--- src/rtl/wb_uart_lite_if.sv ---
// Wishbone B4 classic bus bundle for the lite UART slave port.
// master drives cyc/stb/adr/we/sel/dat_i; slave returns dat_o/ack_o.
interface wb_uart_lite_if;
  logic        cyc_i;
  logic        stb_i;
  logic [31:0] adr_i;
  logic        we_i;
  logic [3:0]  sel_i;
  logic [31:0] dat_i;
  logic [31:0] dat_o;
  logic        ack_o;

  modport master (
    output cyc_i, stb_i, adr_i, we_i, sel_i, dat_i,
    input  dat_o, ack_o
  );

  modport slave (
    input  cyc_i, stb_i, adr_i, we_i, sel_i, dat_i,
    output dat_o, ack_o
  );
endinterface

--- src/rtl/wb_uart_lite.sv ---
// Wishbone B4 classic UART slave, 8N1: TX FIFO, single-byte RX holding
// register, programmable baud divisor, level interrupt.
// Ports: clk_i/rst_i (sync, active-high), wb (slave bus bundle),
//        irq_o (level irq), rx_i (async serial in), tx_o (serial out).
module wb_uart_lite #(
  parameter int unsigned DEFAULT_DIV = 434,
  parameter int unsigned TX_DEPTH    = 8
) (
  input  logic          clk_i,
  input  logic          rst_i,
  wb_uart_lite_if.slave wb,
  output logic          irq_o,
  input  logic          rx_i,
  output logic          tx_o
);
  localparam int unsigned AW = $clog2(TX_DEPTH);

  typedef enum logic [1:0] {S_IDLE = 2'd0, S_START = 2'd1, S_DATA = 2'd2, S_STOP = 2'd3} state_e;

  // Registers
  logic [15:0] baud;
  logic [7:0]  rx_byte;
  logic        rx_valid, rx_overrun, frame_err, tx_ovf;
  logic [7:0]  mem [TX_DEPTH];
  logic [AW:0] wr_ptr, rd_ptr;

  state_e      tx_state, tx_state_n;
  logic [15:0] tx_cnt, tx_cnt_n, tx_div, tx_div_n;
  logic [7:0]  tx_sh, tx_sh_n;
  logic [2:0]  tx_idx, tx_idx_n;
  logic        tx_o_n, tx_pop;

  state_e      rx_state, rx_state_n;
  logic [15:0] rx_cnt, rx_cnt_n, rx_div, rx_div_n;
  logic [7:0]  rx_sh, rx_sh_n;
  logic [2:0]  rx_idx, rx_idx_n;
  logic        rx_s1, rx_s2, rx_d, rx_done, rx_ferr;

  // Bus decode
  logic        req, wr_tx, rd_rx, wr_st, wr_baud, push;
  logic        fifo_empty, fifo_full;
  logic [7:0]  fifo_rd;
  logic [15:0] baud_w;
  logic [31:0] status, rd_data;
  logic        unused_bits;

  assign unused_bits = ^{wb.adr_i[31:4], wb.adr_i[1:0], wb.sel_i[3:2], wb.dat_i[31:16]};

  assign req     = wb.cyc_i & wb.stb_i & ~wb.ack_o;
  assign wr_tx   = req & wb.we_i & (wb.adr_i[3:2] == 2'd0) & wb.sel_i[0];
  assign rd_rx   = req & ~wb.we_i & (wb.adr_i[3:2] == 2'd1);
  assign wr_st   = req & wb.we_i & (wb.adr_i[3:2] == 2'd2);
  assign wr_baud = req & wb.we_i & (wb.adr_i[3:2] == 2'd3);

  assign fifo_empty = (wr_ptr == rd_ptr);
  assign fifo_full  = (wr_ptr[AW] != rd_ptr[AW]) && (wr_ptr[AW-1:0] == rd_ptr[AW-1:0]);
  assign fifo_rd    = mem[rd_ptr[AW-1:0]];
  // A pop in the same cycle frees a slot, so a push into a full FIFO still lands.
  assign push       = wr_tx & (~fifo_full | tx_pop);

  assign baud_w = {wb.sel_i[1] ? wb.dat_i[15:8] : baud[15:8],
                   wb.sel_i[0] ? wb.dat_i[7:0]  : baud[7:0]};

  assign status = {25'd0, tx_ovf, frame_err, rx_overrun, rx_valid,
                   (tx_state != S_IDLE), fifo_empty, fifo_full};

  // Read mux
  always_comb begin
    rd_data = 32'd0;
    case (wb.adr_i[3:2])
      2'd1:    rd_data = {24'd0, rx_byte};
      2'd2:    rd_data = status;
      2'd3:    rd_data = {16'd0, baud};
      default: rd_data = 32'd0;
    endcase
  end

  // TX next-state: divisor is latched whenever a byte is popped into the shifter.
  always_comb begin
    tx_state_n = tx_state;
    tx_cnt_n   = tx_cnt;
    tx_div_n   = tx_div;
    tx_sh_n    = tx_sh;
    tx_idx_n   = tx_idx;
    tx_pop     = 1'b0;
    case (tx_state)
      S_IDLE: begin
        if (!fifo_empty) begin
          tx_pop     = 1'b1;
          tx_sh_n    = fifo_rd;
          tx_div_n   = baud;
          tx_cnt_n   = baud - 16'd1;
          tx_state_n = S_START;
        end
      end
      S_START: begin
        if (tx_cnt == 16'd0) begin
          tx_cnt_n   = tx_div - 16'd1;
          tx_idx_n   = 3'd0;
          tx_state_n = S_DATA;
        end else begin
          tx_cnt_n = tx_cnt - 16'd1;
        end
      end
      S_DATA: begin
        if (tx_cnt == 16'd0) begin
          tx_cnt_n = tx_div - 16'd1;
          tx_sh_n  = {1'b0, tx_sh[7:1]};
          if (tx_idx == 3'd7) tx_state_n = S_STOP;
          else                tx_idx_n   = tx_idx + 3'd1;
        end else begin
          tx_cnt_n = tx_cnt - 16'd1;
        end
      end
      S_STOP: begin
        if (tx_cnt == 16'd0) begin
          if (!fifo_empty) begin
            tx_pop     = 1'b1;
            tx_sh_n    = fifo_rd;
            tx_div_n   = baud;
            tx_cnt_n   = baud - 16'd1;
            tx_state_n = S_START;
          end else begin
            tx_state_n = S_IDLE;
          end
        end else begin
          tx_cnt_n = tx_cnt - 16'd1;
        end
      end
      default: tx_state_n = S_IDLE;
    endcase
    case (tx_state_n)
      S_START: tx_o_n = 1'b0;
      S_DATA:  tx_o_n = tx_sh_n[0];
      default: tx_o_n = 1'b1;
    endcase
  end

  // TX state register
  always_ff @(posedge clk_i) begin
    if (rst_i) begin
      tx_state <= S_IDLE;
      tx_cnt   <= 16'd0;
      tx_div   <= 16'd0;
      tx_sh    <= 8'd0;
      tx_idx   <= 3'd0;
      tx_o     <= 1'b1;
    end else begin
      tx_state <= tx_state_n;
      tx_cnt   <= tx_cnt_n;
      tx_div   <= tx_div_n;
      tx_sh    <= tx_sh_n;
      tx_idx   <= tx_idx_n;
      tx_o     <= tx_o_n;
    end
  end

  // RX next-state: start is confirmed half a bit after the edge, then mid-bit sampling.
  always_comb begin
    rx_state_n = rx_state;
    rx_cnt_n   = rx_cnt;
    rx_div_n   = rx_div;
    rx_sh_n    = rx_sh;
    rx_idx_n   = rx_idx;
    rx_done    = 1'b0;
    rx_ferr    = 1'b0;
    case (rx_state)
      S_IDLE: begin
        if (rx_d && !rx_s2) begin
          rx_div_n   = baud;
          rx_cnt_n   = (baud >> 1) - 16'd1;
          rx_state_n = S_START;
        end
      end
      S_START: begin
        if (rx_cnt == 16'd0) begin
          if (rx_s2) begin
            rx_state_n = S_IDLE;
          end else begin
            rx_cnt_n   = rx_div - 16'd1;
            rx_idx_n   = 3'd0;
            rx_state_n = S_DATA;
          end
        end else begin
          rx_cnt_n = rx_cnt - 16'd1;
        end
      end
      S_DATA: begin
        if (rx_cnt == 16'd0) begin
          rx_cnt_n = rx_div - 16'd1;
          rx_sh_n  = {rx_s2, rx_sh[7:1]};
          if (rx_idx == 3'd7) rx_state_n = S_STOP;
          else                rx_idx_n   = rx_idx + 3'd1;
        end else begin
          rx_cnt_n = rx_cnt - 16'd1;
        end
      end
      S_STOP: begin
        if (rx_cnt == 16'd0) begin
          rx_done    = rx_s2;
          rx_ferr    = ~rx_s2;
          rx_state_n = S_IDLE;
        end else begin
          rx_cnt_n = rx_cnt - 16'd1;
        end
      end
      default: rx_state_n = S_IDLE;
    endcase
  end

  // RX synchronizer, edge-detect stage and state register
  always_ff @(posedge clk_i) begin
    if (rst_i) begin
      rx_s1    <= 1'b1;
      rx_s2    <= 1'b1;
      rx_d     <= 1'b1;
      rx_state <= S_IDLE;
      rx_cnt   <= 16'd0;
      rx_div   <= 16'd0;
      rx_sh    <= 8'd0;
      rx_idx   <= 3'd0;
    end else begin
      rx_s1    <= rx_i;
      rx_s2    <= rx_s1;
      rx_d     <= rx_s2;
      rx_state <= rx_state_n;
      rx_cnt   <= rx_cnt_n;
      rx_div   <= rx_div_n;
      rx_sh    <= rx_sh_n;
      rx_idx   <= rx_idx_n;
    end
  end

  // FIFO storage needs no reset; pointers define validity.
  always_ff @(posedge clk_i) begin
    if (push) mem[wr_ptr[AW-1:0]] <= wb.dat_i[7:0];
  end

  // Bus response, status flags, FIFO pointers, divisor, interrupt
  always_ff @(posedge clk_i) begin
    if (rst_i) begin
      wb.ack_o   <= 1'b0;
      wb.dat_o   <= 32'd0;
      irq_o      <= 1'b0;
      wr_ptr     <= '0;
      rd_ptr     <= '0;
      baud       <= 16'(DEFAULT_DIV);
      rx_byte    <= 8'd0;
      rx_valid   <= 1'b0;
      rx_overrun <= 1'b0;
      frame_err  <= 1'b0;
      tx_ovf     <= 1'b0;
    end else begin
      wb.ack_o <= req;
      if (req) wb.dat_o <= rd_data;
      irq_o <= rx_valid | frame_err | rx_overrun;
      if (push)   wr_ptr <= wr_ptr + 1'b1;
      if (tx_pop) rd_ptr <= rd_ptr + 1'b1;
      if (wr_baud) baud <= (baud_w < 16'd4) ? 16'd4 : baud_w;
      // A byte completing alongside an RXDATA read wins over the clear.
      if (rx_done) begin
        rx_byte  <= rx_sh;
        rx_valid <= 1'b1;
      end else if (rd_rx) begin
        rx_valid <= 1'b0;
      end
      rx_overrun <= (rx_overrun & ~(wr_st & wb.dat_i[4])) | (rx_done & rx_valid & ~rd_rx);
      frame_err  <= (frame_err  & ~(wr_st & wb.dat_i[5])) | rx_ferr;
      tx_ovf     <= (tx_ovf     & ~(wr_st & wb.dat_i[6])) | (wr_tx & fifo_full & ~tx_pop);
    end
  end
endmodule

--- src/flat_wrapper.sv ---
// flat-port wrapper written by rule: the top's interface ports become plain ports
module wb_uart_lite_flat 
#(
  parameter int unsigned DEFAULT_DIV = 434,
  parameter int unsigned TX_DEPTH    = 8
)
  (clk_i, rst_i, irq_o, rx_i, tx_o, wb_cyc_i, wb_stb_i, wb_adr_i, wb_we_i, wb_sel_i, wb_dat_i, wb_dat_o, wb_ack_o);
  wb_uart_lite_if wb_i ();
  input  logic clk_i;
  input  logic rst_i;
  output logic irq_o;
  input  logic rx_i;
  output logic tx_o;
  input wire logic [$bits(wb_i.cyc_i)-1:0] wb_cyc_i;
  input wire logic [$bits(wb_i.stb_i)-1:0] wb_stb_i;
  input wire logic [$bits(wb_i.adr_i)-1:0] wb_adr_i;
  input wire logic [$bits(wb_i.we_i)-1:0] wb_we_i;
  input wire logic [$bits(wb_i.sel_i)-1:0] wb_sel_i;
  input wire logic [$bits(wb_i.dat_i)-1:0] wb_dat_i;
  output wire logic [$bits(wb_i.dat_o)-1:0] wb_dat_o;
  output wire logic [$bits(wb_i.ack_o)-1:0] wb_ack_o;
  assign wb_i.cyc_i = wb_cyc_i;
  assign wb_i.stb_i = wb_stb_i;
  assign wb_i.adr_i = wb_adr_i;
  assign wb_i.we_i = wb_we_i;
  assign wb_i.sel_i = wb_sel_i;
  assign wb_i.dat_i = wb_dat_i;
  assign wb_dat_o = wb_i.dat_o;
  assign wb_ack_o = wb_i.ack_o;
  wb_uart_lite #(.DEFAULT_DIV(DEFAULT_DIV), .TX_DEPTH(TX_DEPTH)) u_core (.clk_i(clk_i), .rst_i(rst_i), .wb(wb_i), .irq_o(irq_o), .rx_i(rx_i), .tx_o(tx_o));
endmodule
--- config.mk ---
export PLATFORM = sky130hd
export DESIGN_NAME = wb_uart_lite_flat
export DESIGN_NICKNAME = d
export VERILOG_FILES = /design/src/rtl/wb_uart_lite_if.sv /design/src/rtl/wb_uart_lite.sv /design/src/flat_wrapper.sv
export SDC_FILE = /design/constraint.sdc
export NUM_CORES = 1
export LEC_CHECK = 0
export BUFFER_PORTS_ARGS = -buffer_cell sky130_fd_sc_hd__buf_2
export CAP_MARGIN = 20
export CORE_AREA = 4 4 170 131
export DETAILED_ROUTE_END_ITERATION = 8
export DIE_AREA = 0 0 174 135
export GPL_ROUTABILITY_DRIVEN = 0
export MAX_ROUTING_LAYER = met4
export PLACE_DENSITY = 0.72
export RECOVER_POWER = 100
export SETUP_SLACK_MARGIN = 0.2
export SLEW_MARGIN = 20
export SYNTH_ARGS = -nofsm -noshare
export SYNTH_HDL_FRONTEND = slang
export SYNTH_SLANG_ARGS = --single-unit
--- constraint.sdc ---
create_clock -name clk_i -period 3.1 [get_ports clk_i]
set_input_delay 0.31 -clock clk_i [delete_from_list [all_inputs] [get_ports clk_i]]
set_output_delay 0.31 -clock clk_i [all_outputs]
set_load 0.05 [all_outputs]
==> summary.txt <==
Finish
  • Nets: approximately 1300
  • Layout cell share with drive strength beyond 1: a little over a tenth
  • Util after Layout: between 50% and 60%
  • Area Overhead vs Synth: 10.2%

STA
  • RSZ-0062 raised after global routing: false
  • Clk_skew: approximately 19 ps
  • Measured slew at the worst slew-check pin: roughly 1800 ps
  • Slew Limit Fails: 39
  • Slack of the critical path: slightly below 300 ps
  • # setup viols final: 0
  • F_max: approximately 360 MHz
  • Final worst-path cycle share: about nine tenths
  • Final Hold Viols: 0
  • Rel. slew slack: -18.5%
  • Min Clock Period, post-route: ~2800 ps
  • Setup TNS: 0 ps

Synth
  • Largest cells by area after synthesis: dfxtp_1, edfxtp_1, nand2_1
  • Seq cells post-synth: between 200 and 250
  • Netlist cell types: 75
  • Number of enable flip-flop cells after synthesis: 64
  • Top_reg_cell synth: dfxtp_1
  • Area leader, netlist: dfxtp_1
  • Sequential share of the synthesized area: 45.1%
  • Cells after Synth: 1184
  • Syn avg cell area: around 9.3 µm²
  • Top-area cell type share of the netlist area: approximately 28%
  • Asr flop ratio synth: 0%
  • Post-Syn Area: approximately 0.011 mm²
  • Ys Warns: 0

GRT
  • Gr usage total: between 20% and 30%
  • First-pass GRT wire length: ~43 mm
  • Vias in the first global route: approximately 8100
  • Largest net degree at the start of global routing: 65
  • Global route overflow: 0
  • Initial antenna violation count: 1

Pwr
  • Pwr dens: 787 mW/mm²
  • Cell Int Power: between 6000 and 7000 µW
  • Switch share: 36.4%
  • Reg power frac: about a third
  • Total chip power: between 9000 and 10000 µW
  • Switching power: 3460 µW
  • Max IR drop VDD: 0.417 mV
  • Logic pwr share: a little under two fifths
  • Clk network pwr share: between 20 and 30%
  • Leakage: around 0.0044 µW

Clock network
  • Clk buf depth: 3
  • Post-CTS setup buffers: 0
  • CTS tree: built
  • TritonCTS Sinks: ~220
  • Clock buffer count from CTS: 22
  • Worst-Skew Late Latency: around 530 ps
  • H-tree depth: 1
  • Clk slew on worst S/H paths: ~70 ps
  • Root Buffer: clkbuf_16

Route
  • Initial DRC Count: 860
  • Via Count: roughly 8700
  • Initial DRT Pass Iterations: 5
  • DR WL/cell: about 18 µm
  • Remaining antenna violation count: 0
  • Drt drc: 0
  • DRT Wirelength: approximately 27 mm
  • Vias per cell: approximately 5.8

Run
  • Max cap viols: 1

Die
  • Die H: about 140 µm
  • Initial core utilization: roughly 53%
  • # IOs: approximately 110
  • Core area: 0.0207 mm²
  • Num rows: 46
  • Die area: between 0.02 and 0.025 mm²
  • Width of the die: 174 µm

Setup path
  • Critical path class: register to register
  • WP data arrival: around 3200 ps
  • Worst setup path start: u_core.rx_cnt[0]
  • Nature of the critical path endpoint: register
  • Worst EP required: 3540 ps
  • Startpoint Class: register
  • Reg-to-reg slack, setup: 300 ps
  • FF-to-FF path depth: 10
  • R2r startpoint: u_core.rx_cnt[0]
  • Max FO, Critical Path: 9

Min path
  • Hold Startpoint: wb_dat_i[14]
  • Hold path depth: 3
  • Worst hold path type: input pin to register

Place
  • Port Buffer Count: 44
  • Worst slack at placement: 276 ps
  • Hpwl dp: between 15 and 20 mm

Outcome
  • Failing checks: capacitance limit, slew limit
  • Status: finished, violations left
-- cells in the mapped netlist, types with 6 or more instances --
| master | instances |
|---|---|
| a211o_1 | 7 |
| a211oi_1 | 10 |
| a21oi_1 | 86 |
| a221oi_1 | 11 |
| a22o_1 | 22 |
| a22oi_1 | 7 |
| buf_2 | 13 |
| buf_4 | 17 |
| clkbuf_1 | 62 |
| dfxtp_1 | 151 |
| edfxtp_1 | 64 |
| ha_1 | 23 |
| inv_1 | 23 |
| mux2_2 | 8 |
| mux2i_1 | 27 |
| mux4_2 | 16 |
| nand2_1 | 163 |
| nand3_1 | 26 |
| nand3b_1 | 6 |
| nor2_1 | 133 |
| nor2b_1 | 8 |
| nor3_1 | 42 |
| nor4_1 | 22 |
| o21ai_0 | 26 |
| o22a_1 | 10 |
| o22ai_1 | 10 |
| or2_2 | 7 |
| or4_1 | 6 |
| xnor2_1 | 46 |
| xor2_1 | 39 |
-- power groups by stage --
stage	Sequential, µW	Clock, µW	Combinational [µW]
finish	3270	2710	3530
CTS	3260	2740	3530
global route	3290	2870	3930
detailed placement	3320	0	3500
global placement	3320	0	3440
floorplan	3300	0	2800
-- path summary, 6_finish.rpt --
path                                    endpoint
worst min-delay path             u_core.baud[14]
worst max-delay path            u_core.rx_cnt[4]
worst min register to register      u_core.rx_s2
worst max register to register  u_core.rx_cnt[4]
-- kinds of logic (layout without fill, tap and decap cells) --
logic type / Yosys count / after routing / share of synthesized area, %
XOR/XNOR: 85 / 85 / 6.79
adder cells (fa/ha/maj): 23 / 23 / 2.62
AO/OA/AOI/OAI: 232 / 232 / 14.2
multiplexers: 51 / 51 / 6.57
buffers and inverters: 118 / 143 / 4.91
flip-flops: 215 / 215 / 45.1
AND/OR/NAND/NOR: 459 / 459 / 19.8
other: 1 / 17 / 0.0342
-- metal layers --
metal | part of all wire [%] | vias up | GRT usage (%)
met5 | 0 | - | -
met4 | 1.4 | 0 | 4.79
met3 | 7.6 | 35 | 3.75
met2 | 44 | 317 | 33.9
met1 | 47 | 4118 | 34.3
li1 | - | 4237 | -
-- timing repair --
action                                  CTS  global route
resized for setup                         0             4
endpoints found under the setup margin    0            65
endpoints found under the hold margin     1             0
hold buffers                              1             0
-- cell type report --
type | instances | area [µm²]
clock inverter | 13 | 173
multi-input combinational | 866 | 5520
timing repair buffer | 82 | 467
antenna | 1 | 2.50
tap | 264 | 330
fill | 1861 | 8640
sequential | 215 | 4940
inverter | 23 | 86.3
clock buffer | 25 | 562
-- per-stage QoR --
step,hold WS (ps),cell area (µm²),cells
4_1_cts,69.8,12200,1488
5_1_grt,71.5,12100,1489
3_5_place_dp,402,11400,1449
3_3_place_gp,397,11400,1449
2_1_floorplan,389,11000,1199
6_report,77.0,12100,1489
-- state kept, by name, indices dropped and copies added (netlist names), 2 cells and up, named ones only --
name,count
u_core.tx_state,2
u_core.tx_div,16
u_core.mem,64
u_core.tx_sh,8
u_core.baud,16
u_core.tx_idx,3
u_core.rd_ptr,4
u_core.wb.dat_o,16
u_core.rx_idx,3
u_core.tx_cnt,16
u_core.rx_div,16
u_core.rx_byte,8
u_core.wr_ptr,4
u_core.rx_cnt,16
u_core.rx_sh,8
-- layout by cell type, fill, tap and decap left out, types with 22 or more instances in the layout --
| master | n |
|---|---|
| mux2i_1 | 27 |
| inv_1 | 23 |
| clkbuf_16 | 22 |
| a22o_1 | 22 |
| nor2_1 | 133 |
| nor3_1 | 42 |
| xor2_1 | 39 |
| o21ai_0 | 27 |
| edfxtp_1 | 64 |
| buf_4 | 30 |
| clkbuf_1 | 34 |
| xnor2_1 | 46 |
| nor4_1 | 22 |
| nand2_1 | 163 |
| ha_1 | 23 |
| nand3_1 | 26 |
| dfxtp_1 | 151 |
| a21oi_1 | 87 |
-- critical path, cell delays in order (launching register included) --
cell      delay, ps
dfxtp_1         350
inv_1           100
ha_1            140
or4b_1          520
nor3_2          240
and3b_1         260
buf_4           200
and2_0          350
a221oi_1        150
a211o_1         280
a21oi_1         120
Power figures use the tool's default switching activity.
